<file path="src/rtl/hms_clock_core.sv">
// rtl/hms_clock_core.sv - HH:MM:SS timekeeper with debounced setup buttons
// Purpose:
//   Single-clock hours/minutes/seconds counter with a 1 Hz tick, a setup mode
//   with a 3-position field cursor, and a 2 Hz blink phase for the selected field.
//   All timing is derived from clk through one-cycle enables.
// Ports:
//   clk, rst_n              system clock, asynchronous active-low reset
//   i_sw0 / i_sw1 / i_sw2   mode / position / increment buttons (active-low, async)
//   o_sec, o_min, o_hour    time fields (hour 0..23, or 1..12 with o_pm)
//   o_pm                    PM flag in 12h builds, constant 0 in 24h builds
//   o_mode                  0 = CLOCK, 1 = SETUP
//   o_position              selected field: 0 = SEC, 1 = MIN, 2 = HOUR
//   o_tick_1hz              one-cycle pulse per second in CLOCK mode
//   o_blink                 blink phase of the selected field, 0 in CLOCK mode
module hms_clock_core #(
    parameter int CLK_HZ       = 50_000_000,
    parameter int DEB_DIV      = 500_000,
    parameter int HOUR_MODE_24 = 1
) (
    input  logic       clk,
    input  logic       rst_n,
    input  logic       i_sw0,
    input  logic       i_sw1,
    input  logic       i_sw2,
    output logic [5:0] o_sec,
    output logic [5:0] o_min,
    output logic [4:0] o_hour,
    output logic       o_pm,
    output logic       o_mode,
    output logic [1:0] o_position,
    output logic       o_tick_1hz,
    output logic       o_blink
);

    localparam int TICK_W    = (CLK_HZ > 1) ? $clog2(CLK_HZ) : 1;
    localparam int DEB_W     = (DEB_DIV > 1) ? $clog2(DEB_DIV) : 1;
    localparam int BLINK_DIV = (CLK_HZ / 4 >= 1) ? CLK_HZ / 4 : 1;
    localparam int BLINK_W   = (BLINK_DIV > 1) ? $clog2(BLINK_DIV) : 1;

    localparam logic [TICK_W-1:0]  TICK_MAX  = TICK_W'(CLK_HZ - 1);
    localparam logic [TICK_W-1:0]  TICK_ONE  = TICK_W'(1);
    localparam logic [DEB_W-1:0]   DEB_MAX   = DEB_W'(DEB_DIV - 1);
    localparam logic [DEB_W-1:0]   DEB_ONE   = DEB_W'(1);
    localparam logic [BLINK_W-1:0] BLINK_MAX = BLINK_W'(BLINK_DIV - 1);
    localparam logic [BLINK_W-1:0] BLINK_ONE = BLINK_W'(1);

    localparam bit         IS_24H   = (HOUR_MODE_24 != 0);
    localparam logic [4:0] HOUR_RST = IS_24H ? 5'd0 : 5'd12;

    typedef enum logic {
        MODE_CLOCK = 1'b0,
        MODE_SETUP = 1'b1
    } mode_t;

    // ------------------------------------------------------------------
    // Button path: synchroniser, sampled debounce, press-edge detect.
    // Bit order everywhere: [0] mode, [1] position, [2] increment.
    // ------------------------------------------------------------------
    logic [2:0]       w_sw_raw;
    logic [2:0]       r_sw_meta;
    logic [2:0]       r_sw_sync;
    logic [2:0]       r_samp_cur;
    logic [2:0]       r_samp_prev;
    logic [2:0]       r_pressed_d;
    logic [DEB_W-1:0] r_deb_cnt;
    logic [2:0]       w_pressed;
    logic [2:0]       w_evt;

    assign w_sw_raw = {i_sw2, i_sw1, i_sw0};

    always_ff @(posedge clk or negedge rst_n) begin
        if (!rst_n) begin
            r_sw_meta   <= 3'b111;
            r_sw_sync   <= 3'b111;
            r_samp_cur  <= 3'b111;
            r_samp_prev <= 3'b111;
            r_pressed_d <= 3'b000;
            r_deb_cnt   <= '0;
        end else begin
            r_sw_meta <= w_sw_raw;
            r_sw_sync <= r_sw_meta;
            if (r_deb_cnt == DEB_MAX) begin
                r_deb_cnt   <= '0;
                r_samp_prev <= r_samp_cur;
                r_samp_cur  <= r_sw_sync;
            end else begin
                r_deb_cnt <= r_deb_cnt + DEB_ONE;
            end
            r_pressed_d <= w_pressed;
        end
    end

    // Pressed only when two consecutive samples are low; a single low sample
    // is treated as bounce. The event fires once on the rising edge of pressed.
    assign w_pressed = ~r_samp_cur & ~r_samp_prev;
    assign w_evt     = w_pressed & ~r_pressed_d;

    // Mode beats everything; position beats increment.
    logic w_mode_evt;
    logic w_pos_evt;
    logic w_inc_evt;

    assign w_mode_evt = w_evt[0];
    assign w_pos_evt  = w_evt[1] & ~w_evt[0];
    assign w_inc_evt  = w_evt[2] & ~w_evt[1] & ~w_evt[0];

    // ------------------------------------------------------------------
    // Time fields and mode state
    // ------------------------------------------------------------------
    mode_t              r_mode;
    logic [1:0]         r_position;
    logic [5:0]         r_sec;
    logic [5:0]         r_min;
    logic [4:0]         r_hour;
    logic               r_pm;
    logic               r_tick;
    logic               r_blink;
    logic [TICK_W-1:0]  r_tick_cnt;
    logic [BLINK_W-1:0] r_blink_cnt;

    logic [5:0] w_sec_inc;
    logic [5:0] w_min_inc;
    logic [4:0] w_hour_inc;
    logic       w_tick_wrap;

    assign w_sec_inc   = (r_sec == 6'd59) ? 6'd0 : r_sec + 6'd1;
    assign w_min_inc   = (r_min == 6'd59) ? 6'd0 : r_min + 6'd1;
    assign w_tick_wrap = (r_tick_cnt == TICK_MAX);

    always_comb begin
        w_hour_inc = r_hour + 5'd1;
        if (IS_24H) begin
            if (r_hour == 5'd23) begin
                w_hour_inc = 5'd0;
            end
        end else if (r_hour == 5'd12) begin
            w_hour_inc = 5'd1;
        end
    end

    always_ff @(posedge clk or negedge rst_n) begin
        if (!rst_n) begin
            r_mode      <= MODE_CLOCK;
            r_position  <= 2'd0;
            r_sec       <= 6'd0;
            r_min       <= 6'd0;
            r_hour      <= HOUR_RST;
            r_pm        <= 1'b0;
            r_tick      <= 1'b0;
            r_blink     <= 1'b0;
            r_tick_cnt  <= '0;
            r_blink_cnt <= '0;
        end else begin
            r_tick <= 1'b0;
            if (w_mode_evt) begin
                // Both directions restart the second, so CLOCK resumes with a full second.
                r_tick_cnt  <= '0;
                r_blink_cnt <= '0;
                if (r_mode == MODE_CLOCK) begin
                    r_mode     <= MODE_SETUP;
                    r_position <= 2'd0;
                    r_blink    <= 1'b1;
                end else begin
                    r_mode  <= MODE_CLOCK;
                    r_blink <= 1'b0;
                end
            end else if (r_mode == MODE_CLOCK) begin
                if (w_tick_wrap) begin
                    r_tick_cnt <= '0;
                    r_tick     <= 1'b1;
                    r_sec      <= w_sec_inc;
                    // Full carry chain resolves in this one cycle.
                    if (r_sec == 6'd59) begin
                        r_min <= w_min_inc;
                        if (r_min == 6'd59) begin
                            r_hour <= w_hour_inc;
                            if (!IS_24H && r_hour == 5'd11) begin
                                r_pm <= ~r_pm;
                            end
                        end
                    end
                end else begin
                    r_tick_cnt <= r_tick_cnt + TICK_ONE;
                end
            end else begin
                if (r_blink_cnt == BLINK_MAX) begin
                    r_blink_cnt <= '0;
                    r_blink     <= ~r_blink;
                end else begin
                    r_blink_cnt <= r_blink_cnt + BLINK_ONE;
                end
                if (w_pos_evt) begin
                    r_position <= (r_position == 2'd2) ? 2'd0 : r_position + 2'd1;
                end else if (w_inc_evt) begin
                    // Setup increments wrap the single field, no carry, PM untouched.
                    case (r_position)
                        2'd0:    r_sec  <= w_sec_inc;
                        2'd1:    r_min  <= w_min_inc;
                        default: r_hour <= w_hour_inc;
                    endcase
                end
            end
        end
    end

    assign o_sec      = r_sec;
    assign o_min      = r_min;
    assign o_hour     = r_hour;
    assign o_pm       = r_pm;
    assign o_mode     = (r_mode == MODE_SETUP);
    assign o_position = r_position;
    assign o_tick_1hz = r_tick;
    assign o_blink    = r_blink;

endmodule

</file>
<file path="config.mk">
export PLATFORM = sky130hd
export DESIGN_NAME = hms_clock_core
export DESIGN_NICKNAME = d
export VERILOG_FILES = /design/src/rtl/hms_clock_core.sv
export SDC_FILE = /design/constraint.sdc
export NUM_CORES = 1
export LEC_CHECK = 0
export BUFFER_PORTS_ARGS = -buffer_cell sky130_fd_sc_hd__buf_4
export CAP_MARGIN = 20
export CELL_PAD_IN_SITES_DETAIL_PLACEMENT = 1
export CELL_PAD_IN_SITES_GLOBAL_PLACEMENT = 1
export CORE_MARGIN = 2
export CORE_UTILIZATION = 30
export DETAILED_ROUTE_END_ITERATION = 6
export GPL_TIMING_DRIVEN = 0
export PLACE_DENSITY_LB_ADDON = 0.1
export SLEW_MARGIN = 20
export SYNTH_ARGS = -nofsm -noshare
export SYNTH_HDL_FRONTEND = slang
export SYNTH_SLANG_ARGS = --single-unit
export TNS_END_PERCENT = 10
</file>
<file path="constraint.sdc">
create_clock -name clk -period 3.05 [get_ports clk]
set_clock_uncertainty 0.15 [all_clocks]
set_input_delay 0.61 -clock clk [delete_from_list [all_inputs] [get_ports clk]]
set_output_delay 0.61 -clock clk [all_outputs]
set_load 0.02 [all_outputs]
</file>
==> results.txt, run 1 <==
- The wire-length estimate of the detail-placed layout is approximately 9.5 mm.
- Summed over all failing endpoints, the final setup total negative slack is 0 ns.
- Number of buffers on the longest clock path: 2
* Share of synthesized flip-flops with an asynchronous set or reset: 100%
- Placed inst area: 5790 um^2
* Hold Slack: 0.197 ns
- Buffers inserted during clock tree synthesis total 9.
- Derived from the worst setup path, the maximum achievable clock frequency is between 300 and 400 MHz.
* Full die area: roughly 19000 um^2
- The first global-routing pass estimated around 23 mm of wire.
* Die width: 137 um
* Most crowded layer after global routing: met2
* Clock net sink count: roughly 110
- Compared with the post-synthesis result, the final layout area differs by 15.7%.
- For this design the top-level I/O count stands at 28.
- Final routed wirelength across all metal layers: approximately 13 mm
* Total vias in the final route: 4253
* Nets@finish: 594
- For this configuration, the core starts out at a cell density of 30.6%.
- After technology mapping, the gate count stands at 544.
- TritonCTS built the clock tree.
- The number of nets in the synthesized netlist is ~560.
- Cell at the root of the clock tree: sky130_fd_sc_hd__clkbuf_16
- Of all nets on the critical path, the largest fanout is 8.
* Setup Fix Bufs, Post-CTS: 0
* Startpoint of the worst register-to-register path: r_tick_cnt[0]$_DFFE_PN0P_
- FF+latch count, synth: between 100 and 150
- Via/cell ratio: 5.23
- Count of cells along the worst register-to-register path: 7
* Met2 global-route usage: 26.3%
* Data arrival, critical path: 2.87 ns
* Worst setup slack for register-to-register paths: 0.26 ns
- Unrepaired setup endpoints after global routing: false
- After clock tree synthesis, the clock-pin slew on the worst setup and hold paths is about 0.08 ns.
* Setup ws final: 0.263 ns
- Final core occ: between 30% and 40%
- Startpoint class of the critical path: flop
* Die height: 137 um
- For this run, the number of Yosys warnings is 1.
* Final Wtd Congestion: 0.733
- The internal power of the cells totals 2020 uW.
* Post-Syn Area: 5280 um^2
- Core Rows: 48
- Share of final-layout standard cells stronger than drive strength 1: 14.5%
- Dividing total power by cell area gives a power density of 433 nW/um^2.
* Relative slew margins: 33.6%
- With fillers left out, the area of the finished cells amounts to 6100 um^2.
- The final max-slew violation count is 0.
- Summed over all nets, the switching power comes to roughly 620 uW.
- Number of DRC violations after detailed routing: 0
- In this run the mean area of a mapped cell was roughly 9.7 um^2.
* Initial DRC count: between 200 and 250
- Setup violations remaining at the end of the flow were counted as 0.
* Number of different library cells in the post-synthesis netlist: 53
* Total global routing overflow: 0
- Sequential cells burn 53.5% of the power.
- Worst Max-Slew Pin Slew: 0.992 ns
- IR analysis of the VDD net gives a maximum drop of 0.000248 V.
* Endpoint required time on the critical path: 3.13 ns
- Worst setup timing slack at the placement stage: 0.179 ns
* Final number of hold-violating endpoints: 0
- Crit path to: o_min[2]$_DFFE_PN0P_
* Number of diodes added for antenna fixing: 0
* Outcome: finished clean
- Count of maximum capacitance violations: 0
- The clock reaches the later pin of the worst-skew pair after 0.36 ns.
- In the layout the commonest cells are 94 x sky130_fd_sc_hd__dfrtp_1, 54 x sky130_fd_sc_hd__nor2_1, 51 x sky130_fd_sc_hd__nand2_1.
- Clock network fraction of total power: approximately 45%
* Met3 capacity usage during global routing: 2.15%
- For this run, the total global-route usage over all layers was measured as 15.7%.
- STA classifies the critical path endpoint as a flop.
- After detailed routing, the average wire length per cell comes to between 15 and 20 um.
- The setup path with the least slack is of type flop to flop.
- Post-synth EDFFs: 0
- The H-tree generated during clock tree synthesis spans 3 levels.
- IO Port Bufs: 26
- Leading cell type in the layout, fill and taps excluded: sky130_fd_sc_hd__dfrtp_1
- Top_reg_cell synth: sky130_fd_sc_hd__dfrtp_1
* Number of routed nets with antenna violations: 0
- Combinational share of power: 1.5%
- Switching share of power: 23.6%
- Floorplan core area: 17200 um^2
* Launching instance or port of the critical path: r_tick_cnt[0]$_DFFE_PN0P_
- In this run the worst hold path is classified as flop to flop.
- Period minus WS final: between 2 and 3 ns
- Before antenna repair, the detailed router went through 4 iterations.
- Terminus of the critical flop-to-flop path: o_min[2]$_DFFE_PN0P_
* Fraction of the cycle the final worst path needs: ~91%
- Register area share after synthesis: ~51%
* Number of global-route vias before repair: 4448
- Pin count of the biggest net entering global routing: 76
* Antenna violations before repair: 0
- Counting the fill cells in the layout gives 1964.
- GR met1 Demand/Resource: approximately a fifth
- Leakage: 0.00256 uW
-- stage by stage --
stage / cells / power [uW]
6_report: 813 / 2640
2_1_floorplan: 544 / 1440
5_1_grt: 813 / 2750
3_3_place_gp: 795 / 1480
3_5_place_dp: 796 / 1480
4_1_cts: 813 / 2690
-- cell usage after synthesis (all sizes together) (2+ instances only) --
cell type	count	area (um^2)
mux2i	3	30.0
and2	5	33.8
a21oi	13	65.1
buf	7	50.0
nor3	12	65.1
a31oi	8	50.1
and3	11	68.8
xor2	21	184
nor4b	2	17.5
or3	6	37.5
nand4	23	144
nor2b	6	37.5
dfrtp	94	2350
a22o	2	17.5
o31ai	12	90.1
o21ai	60	312
nor3b	3	22.5
a21o	4	30.0
nor4bb	2	20.0
mux2	15	169
nand3b	2	15.0
nand2	51	191
dfstp	12	315
and4	5	43.8
xnor2	13	114
clkbuf	12	45.0
or2	2	12.5
nand3	40	200
nor4	7	43.8
or4	7	60.1
nor2	54	203
ha	6	75.1
a41oi	2	17.5
o41ai	3	26.3
inv	8	30.0
o211ai	5	42.5
-- critical path, cell delays in order, from the launching register on --
cell and delay (ns):
sky130_fd_sc_hd__dfrtp_1 0.41, sky130_fd_sc_hd__ha_1 0.23, sky130_fd_sc_hd__and3_1 0.23, sky130_fd_sc_hd__nand2_1 0.22, sky130_fd_sc_hd__or4_4 0.59, sky130_fd_sc_hd__o22a_2 0.30, sky130_fd_sc_hd__nand2b_1 0.20, sky130_fd_sc_hd__mux2_1 0.34
-- power by group through the flow --
stage               clock [uW]  combinational (uW)  sequential [uW]
global route              1290                46.3             1410
detailed placement           0                41.7             1440
floorplan                    0                2.08             1440
finish                    1190                39.3             1410
CTS                       1230                42.8             1410
global placement             0                36.5             1440
-- worst min path at each step --
stage	startpoint	endpoint	slack [ns]	depth (start not counted)
final	r_sw_meta[1]$_DFF_PN1_	r_sw_sync[1]$_DFF_PN1_	0.20	0
after detailed placement	r_sw_meta[2]$_DFF_PN1_	r_sw_sync[2]$_DFF_PN1_	0.20	0
after global routing	i_sw0	r_sw_meta[0]$_DFF_PN1_	0.19	1
after CTS	i_sw0	r_sw_meta[0]$_DFF_PN1_	0.19	1
after global placement	r_sw_meta[1]$_DFF_PN1_	r_sw_sync[1]$_DFF_PN1_	0.20	0
after floorplan	rst_n	o_blink$_DFFE_PN0P_	0.16	0
-- metal layers --
metal  vias to the layer above  routed length (um)
met5                         -                   0
met4                         0                 206
met2                        34                6650
met3                        15                 218
li1                       2047                   -
met1                      2157                6400
-- flip-flops by register name (all words and copies together), names as in the netlist --
| signal | count |
|---|---|
| o_mode | 1 |
| r_sw_meta | 3 |
| o_blink | 1 |
| r_samp_cur | 3 |
| o_tick_1hz | 1 |
| o_sec | 6 |
| o_min | 6 |
| r_samp_prev | 3 |
| o_hour | 5 |
| r_pressed_d | 3 |
| r_tick_cnt | 26 |
| o_position | 2 |
| r_blink_cnt | 24 |
| r_sw_sync | 3 |
| r_deb_cnt | 19 |
-- kinds of logic after synthesis --
family	count (synthesis)	synth area share, %
simple gates	241	23.5
compound gates	111	12.7
flops	106	50.5
xor+xnor	34	5.64
buf+inv	27	2.37
mux	18	3.77
fa+ha+maj	6	1.42
other cells	1	0.0711
-- what timing repair did --
action                                 4_1_cts  5_1_grt
hold buffers                                 1        0
endpoints found under the hold margin       29        0
resized for setup                            0        1
setup endpoints to repair                    0       10
-- final cells by class --
class | count | area (um^2) | share of cell area (%)
Sequential cell | 106 | 2670 | 43.7
Multi-Input combinational cell | 411 | 2500 | 40.9
Tap cell | 225 | 282 | 4.61
Clock buffer | 10 | 239 | 3.91
Timing Repair Buffer | 28 | 236 | 3.87
Buffer | 19 | 95.1 | 1.56
Clock inverter | 6 | 56.3 | 0.922
Inverter | 8 | 30.0 | 0.492
Note: power is estimated with default switching activity, not from simulation.
==> run 2, diff against run 1 <==
--- a/config.mk
+++ b/config.mk
@@ -14,6 +14,7 @@
 export DETAILED_ROUTE_END_ITERATION = 6
 export GPL_TIMING_DRIVEN = 0
 export PLACE_DENSITY_LB_ADDON = 0.1
+export REMOVE_ABC_BUFFERS = 1
 export SLEW_MARGIN = 20
 export SYNTH_ARGS = -nofsm -noshare
 export SYNTH_HDL_FRONTEND = slang
==> results.txt, run 2 (same netlist as run 1, synthesis figures left out) <==
- The final routed wire length divided by cell count was 16.5 um (-0.50%).
- The endpoint identified for the worst register-to-register timing path is r_tick_cnt[5]$_DFFE_PN0P_.
- Final Wtd Congestion: 0.743 (+1.4%)
- The die height was 137 um (unchanged).
- On the critical path the largest part of the delay comes from simple AND/OR/NAND/NOR gates.
- The largest net degree at the start of global routing came to 73 (-3.9%).
- Die width: 137 um (unchanged)
* Number of fillers in the final layout: 1939 (-1.3%)
- IO Port Bufs: 26 (unchanged)
* Number of global-route vias before repair: 4354 (-2.1%)
- Number of routed nets with antenna violations: 0 (unchanged)
* Count of placed standard cells in the final layout, fillers left out: 796 (-2.1%)
- Leading cell types in the layout, fill and taps excluded: 93 x sky130_fd_sc_hd__dfrtp_1, 52 x sky130_fd_sc_hd__nor2_1, 51 x sky130_fd_sc_hd__nand2_1
* Startpoint of the worst register-to-register path: r_tick_cnt[10]$_DFFE_PN0P_
- The worst supply voltage drop on vdd came to 0.000281 V (+13%).
* Class of the tightest hold or removal check: flop to flop
* Leading cell type in the layout, fill and taps excluded: sky130_fd_sc_hd__dfrtp_1
- The worst slack at placement was 0.0649 ns (-0.114 ns).
- The cell count after placement was 779 (-2.1%).
* Fraction of the cycle the final worst path needs: 95.0% (+3.6 points)
- H-Tree Depth: 3 (unchanged)
- The worst hold path begins at r_sw_meta[2]$_DFF_PN1_.
- The measured slew at the worst slew-check pin is 0.879 ns (-0.114 ns).
- Clock net sink count: 106 (unchanged)
- The vias per cell is 5.24 (+0.12%).
- The number of buffers created by CTS was 9 (unchanged).
* Startpoint class of the critical path: flop
* Area growth from synthesis to final layout: 14.8%
* Leakage: 0.00253 uW (-1.1%)
- Cell depth of the worst min-delay path: 0 (unchanged)
- The number of flip-flops in the largest register was 26 (unchanged).
- Maximum operating frequency: 345 MHz (-3.8%)
* Clock transition time at the flip-flop clock pins of the worst setup and hold paths: 0.07 ns (about the same)
- Period minus WS final: 2.90 ns (+0.111 ns)
- Total Neg Setup Slack: 0 ns (unchanged)
- The final design area excluding fillers came to 6060 um^2 (-0.72%).
* Full die area: 18700 um^2 (unchanged)
- Starting density of the core: 30.6% (unchanged)
- Setup ws final: 0.152 ns (-0.111 ns)
- For hold timing, the worst endpoint is r_sw_sync[2]$_DFF_PN1_.
- Sequence of cells on the critical path: or4_1 -> or4_4 -> o21ai_4 -> nor2b_1 -> o21ai_1 -> o31ai_1
- Setup Fix Bufs, Post-CTS: 0 (unchanged)
* Data arrival, critical path: 2.95 ns (+0.08 ns)
- The top-level I/O count was 28 (unchanged).
* Endpoint required time on the critical path: 3.11 ns (-0.02 ns)
* Nets@finish: 577 (-2.9%)
- Kind of end point of the critical path: flop
- Number of diodes added for antenna fixing: 0 (unchanged)
- The number of core rows came to 48 (unchanged).
- Critical path class: flop to flop
- Placed inst area: 5750 um^2 (-0.78%)
- The power density normalized to cell area is 435 nW/um^2 (+0.60%).
- The overall track demand over capacity in global routing is 15.3% (-0.40 points).
* Total global routing overflow: 0 (unchanged)
* Hold Slack: 0.208 ns (+0.0113 ns)
* Crit-path slowest cell: sky130_fd_sc_hd__o21ai_4
- The final max-slew violation count came to 0 (unchanged).
- Unrepaired setup endpoints after global routing: true
* Largest regs: r_tick_cnt (26), r_blink_cnt (24), r_deb_cnt (19)
* DR pass1 iterations: 4 (unchanged)
* Cell at the root of the clock tree: sky130_fd_sc_hd__clkbuf_16
- The logic depth of the worst register-to-register path is 6 (-1).
* Total vias in the final route: 4169 (-2.0%)
- The core area came to 17200 um^2 (unchanged).
* Placed wire-length estimate: 9.00 mm (-5.5%)
- The number of antenna violations at the first check in global routing is 0 (unchanged).
* Total of endpoints with negative setup slack in the final report: 0 (unchanged)
* Relative slew margins: 41.0% (+7.4 points)
- The routed wire length was 13.1 mm (-2.6%).
- Number of buffer and inverter instances along the worst setup path: 0 (unchanged)
- Clock insertion delay at the later pin of the skew report: 0.36 ns (about the same)
- Share of final-layout standard cells stronger than drive strength 1: 14.9% (+0.43 points)
- Delay of the slowest critical-path stage: 0.65 ns (+0.06 ns)
* Initial DRC count: 166 (-25%)
- The DRC violation count after routing is 0 (unchanged).
- TritonCTS built the clock tree.
- Number of buffers on the longest clock path: 2 (unchanged)
- First-pass GRT wire length: 22.6 mm (-3.1%)
- The run finished with clean final reports.
- Final number of hold-violating endpoints: 0 (unchanged)
- The register with the most flip-flops in the final layout is r_tick_cnt.
- The count of max-cap constraint violations was 0 (unchanged).
* Worst setup slack for register-to-register paths: 0.15 ns (-0.11 ns)
- The maximum fanout encountered on the critical timing path was 32 (+24).
run 2: cell types whose count changed in the layout (fill, tap and decap cells not counted), moves of 2 or more:
cell,previous run,this run
sky130_fd_sc_hd__nor3_1,11,8
sky130_fd_sc_hd__buf_4,29,26
sky130_fd_sc_hd__nor2_1,54,52
sky130_fd_sc_hd__clkbuf_1,12,1
sky130_fd_sc_hd__o21ai_0,35,32
sky130_fd_sc_hd__nor3_2,1,3
sky130_fd_sc_hd__o21ai_1,22,25
sky130_fd_sc_hd__nor2_2,0,2
sky130_fd_sc_hd__inv_8,2,0
run 2: stage by stage:
step | total power, uW | utilization (%)
after floorplan | 1440 | -
after global placement | 1480 | 32.8
after detailed placement | 1480 | 33.3
after CTS | 2690 | 35.1
after global routing | 2760 | 35.2
final | 2640 | 35.2
run 2: power by group:
part | total [uW] | switching (uW) | leakage (uW) | internal [uW]
Combinational | 38.8 | 30.6 | 0.000998 | 8.20
Clock | 1190 | 571 | 0.000147 | 616
Sequential | 1410 | 1.17 | 0.00139 | 1410
run 2: how the worst max path moves through the flow:
stage	startpoint	cells after the start	slack, ns	to
after floorplan	r_tick_cnt[10]$_DFFE_PN0P_	6	0.25	r_tick_cnt[3]$_DFFE_PN0P_
after global placement	r_samp_cur[0]$_DFFE_PN1N_	6	-0.56	r_blink_cnt[15]$_DFFE_PN0P_
after detailed placement	r_tick_cnt[10]$_DFFE_PN0P_	6	0.06	r_tick_cnt[5]$_DFFE_PN0P_
after CTS	r_tick_cnt[10]$_DFFE_PN0P_	6	0.05	r_tick_cnt[5]$_DFFE_PN0P_
after global routing	r_tick_cnt[10]$_DFFE_PN0P_	6	-0.04	r_tick_cnt[24]$_DFFE_PN0P_
final	r_tick_cnt[10]$_DFFE_PN0P_	6	0.15	r_tick_cnt[5]$_DFFE_PN0P_
run 2: repair_timing:
item                                    4_1_cts  5_1_grt
endpoints found under the hold margin         1        0
gates resized for setup                       0        5
hold buffers                                  1        0
endpoints found under the setup margin        0       18
run 2: area by class of cell:
class | instances | area (um^2) | share of cell area (%)
clock inverters | 5 | 41.3 | 0.681
repair buffers | 30 | 259 | 4.27
well taps | 225 | 282 | 4.64
flip-flops and latches | 106 | 2670 | 44.0
multi-input cells | 411 | 2530 | 41.7
inverters | 8 | 30.0 | 0.495
clock buffers | 11 | 254 | 4.19
run 2: metal layers:
| metal | track usage [%] | share of wire (%) |
|---|---|---|
| met1 | 19.5 | 46 |
| met2 | 26.4 | 50 |
| met3 | 3.70 | 2.3 |
| met4 | 3.36 | 0.87 |
| met5 | 0 | 0 |
==> run 3, diff against run 2 <==
--- a/config.mk
+++ b/config.mk
@@ -9,8 +9,10 @@
 export CAP_MARGIN = 20
 export CELL_PAD_IN_SITES_DETAIL_PLACEMENT = 1
 export CELL_PAD_IN_SITES_GLOBAL_PLACEMENT = 1
+export CORE_ASPECT_RATIO = 0.5
 export CORE_MARGIN = 2
 export CORE_UTILIZATION = 30
+export CTS_BUF_LIST = sky130_fd_sc_hd__clkbuf_4
 export DETAILED_ROUTE_END_ITERATION = 6
 export GPL_TIMING_DRIVEN = 0
 export PLACE_DENSITY_LB_ADDON = 0.1
==> results.txt, run 3 (same netlist as run 1, synthesis figures left out) <==
- Outcome: finished clean
* Via/cell ratio: 5.17 (-1.4%)
- Full die area: 18700 um^2 (+0.34%)
- The final critical-path setup slack came to 0.175 ns (+0.0230 ns).
- The worst path arrival time is 3.11 ns (+0.16 ns).
* Share of final-layout standard cells stronger than drive strength 1: 15.3% (+0.39 points)
- The DRC violation count after routing came to 0 (unchanged).
- The number of port buffers came to 26 (unchanged).
- The number of search-and-repair iterations in the first detailed-routing pass was 4 (unchanged).
- Total clock buffers created by CTS: 9 (unchanged)
- Global-route total usage across every layer: 14.7% (-0.67 points)
- Placed wire-length estimate: 8.62 mm (-4.2%)
- Nets@finish: 582 (+0.87%)
* Clock insertion delay at the later pin of the skew report: 0.51 ns (+0.15 ns)
* Starting density of the core: 30.5% (-0.14 points)
* Kind of end point of the critical path: flop
* Floorplan core area: 17300 um^2 (+0.45%)
* Count of maximum capacitance violations: 0 (unchanged)
- Largest regs: r_tick_cnt (26), r_blink_cnt (24), r_deb_cnt (19)
- The part of the power in the clock network is 35.3% (-9.7 points).
- Leaving out fill and tap cells, the most frequent cell in the layout is sky130_fd_sc_hd__dfrtp_1.
* Critical path class: flop to flop
- The required time of the worst setup path is 3.29 ns (+0.18 ns).
* Clock transition time at the flip-flop clock pins of the worst setup and hold paths: 0.19 ns (+0.12 ns)
- First-pass GRT wire length: 21.8 mm (-3.4%)
- Maximum fanout encountered on the critical timing path: 16 (-50%)
- Pwr Density: 377 nW/um^2 (-13%)
* Cell at the root of the clock tree: sky130_fd_sc_hd__clkbuf_4
* Count of cells along the worst register-to-register path: 6 (unchanged)
* Number of routed nets with antenna violations: 0 (unchanged)
* Max rail drop VDD: 0.000162 V (-42%)
- Number of buffer and inverter instances along the worst setup path: 0 (unchanged)
- The die height was 97.8 um (-28%).
* Area growth from synthesis to final layout: 13.2%
- Final Cell Area: 5980 um^2 (-1.4%)
* Total power draw: 2250 uW (-15%)
- The routability-driven placement congestion ratio came to 0.735 (-1.1%).
* Initial DRC count: 213 (+28%)
- The worst hold path belongs to the class flop to flop.
* Switching share of power: 25.0% (+2.2 points)
- Setup repair after global routing left no endpoint under its margin.
- The worst hold path stage count was 0 (unchanged).
- Category of cells accounting for the largest share of critical-path delay: simple AND/OR/NAND/NOR gates
* Combinational share of power: 1.8% (+0.3 points)
* Number of diodes added for antenna fixing: 0 (unchanged)
* Period minus WS final: 2.88 ns (-0.0230 ns)
- Leading cell types in the layout, fill and taps excluded: 94 x sky130_fd_sc_hd__dfrtp_1, 52 x sky130_fd_sc_hd__nor2_1, 51 x sky130_fd_sc_hd__nand2_1
* Total of endpoints with negative setup slack in the final report: 0 (unchanged)
- Delay of the slowest critical-path stage: 0.66 ns (about the same)
- The largest net degree at the start of global routing came to 62 (-15%).
* Part of the power in registers: 62.9% (+9.4 points)
- The total setup buffers inserted after CTS was 0 (unchanged).
* Worst Max-Slew Pin Slew: 0.804 ns (-0.0751 ns)
- Sequence of cells on the critical path: or4_1 -> or4_4 -> o21ai_2 -> o21ai_1 -> nand2_1 -> o21ai_0
* Crit-path slowest cell: sky130_fd_sc_hd__o21ai_2
- Final number of hold-violating endpoints: 0 (unchanged)
- Maximum operating frequency: 348 MHz (+0.80%)
* Antenna violations before repair: 0 (unchanged)
* Number of global-route vias before repair: 4198 (-3.6%)
- Total global routing overflow: 0 (unchanged)
- Worst setup timing slack at the placement stage: 0.115 ns (+0.0502 ns)
- Die width: 192 um (+40%)
* Internal power: 1690 uW (-17%)
* Clock net sink count: 106 (unchanged)
* Slew Viols, Final: 0 (unchanged)
* Startpoint class of the critical path: flop
- Relative slew margins: 46.4% (+5.5 points)
- Fraction of the cycle the final worst path needs: 94.3% (-0.75 points)
- The final routed wire length divided by cell count is 16.0 um (-3.0%).
- The number of flip-flops in the largest register is 26 (unchanged).
- The routed wire length is 12.9 mm (-1.3%).
- Largest reg by FF count: r_tick_cnt
* Path length in cells of the critical path: 6 (unchanged)
- H-Tree Depth: 3 (unchanged)
- The top-level I/O count was 28 (unchanged).
- The setup TNS after final layout is 0 ns (unchanged).
- Final core occ: 34.5% (-0.65 points)
* TritonCTS clock tree: yes
- Total vias in the final route: 4184 (+0.36%)
- The number of core rows was 34 (-29%).
- Placed inst area: 5770 um^2 (+0.33%)
* Switching power of the nets: 563 uW (-6.6%)
* Number of buffers on the longest clock path: 2 (unchanged)
* Leakage: 0.00248 uW (-1.9%)
## run 3: cell count changes in the layout (fill, tap and decap cells not counted), sizes merged
| cell | delta |
|---|---|
| buf | +1 |
| bufinv | +1 |
| clkbuf | -2 |
| clkinvlp | +1 |
| dlygate4sd3 | +3 |
| o21ai | +1 |
## run 3: repair_timing
item / CTS / global route
resized for setup: 0 / 2
endpoints found under the setup margin: 0 / 30
hold buffers: 4 / 0
hold endpoints to repair: 41 / 0
## run 3: per-layer routing
layer  vias to the layer above  part of all wire (%)  GRT usage, %
li1                       2027                     -             -
met2                        18                    46          23.2
met5                         -                     0             0
met3                        10                   2.2          3.99
met4                         0                  0.80          3.20
met1                      2129                    51          20.2
## run 3: layout make-up
cell class	instances	area, um^2
Tap cell	234	293
Sequential cell	106	2670
Clock inverter	7	81.3
Clock buffer	9	67.6
Inverter	8	30.0
Timing Repair Buffer	34	297
Fill cell	1949	11300
Multi-Input combinational cell	412	2540
## run 3: worst paths after layout
path / slack [ns] / endpoint / start
worst min-delay path: 0.21 / r_sw_sync[0]$_DFF_PN1_ / r_sw_meta[0]$_DFF_PN1_
worst max-delay path: 0.17 / r_tick_cnt[10]$_DFFE_PN0P_ / r_tick_cnt[10]$_DFFE_PN0P_
max in group asynchronous: 1.62 / r_samp_cur[1]$_DFFE_PN1N_ / rst_n
worst max register to register: 0.17 / r_tick_cnt[10]$_DFFE_PN0P_ / r_tick_cnt[10]$_DFFE_PN0P_
min in group asynchronous: 0.44 / r_pressed_d[1]$_DFF_PN0_ / rst_n
worst min register to register: 0.21 / r_sw_sync[0]$_DFF_PN1_ / r_sw_meta[0]$_DFF_PN1_
## run 3: worst register-to-register path: cells and delay by family, from the launching register on
kind | cells | cell delay, ns
simple gates | 3 | 1.24
flops | 1 | 0.50
compound gates | 3 | 0.89
## run 3: power by group through the flow
stage / Clock (uW) / Combinational, uW / Sequential, uW
finish: 794 / 41.3 / 1420
global route: 887 / 48.8 / 1420
global placement: 0 / 35.8 / 1440
detailed placement: 0 / 41.2 / 1440
CTS: 843 / 44.9 / 1420
floorplan: 0 / 1.09 / 1440
## run 3: per-stage QoR
step / instances / hold slack, ns
after global routing: 810 / 0.219
final: 810 / 0.208
after CTS: 809 / 0.218
after detailed placement: 789 / 0.197
after global placement: 785 / 0.196
after floorplan: 525 / 0.164
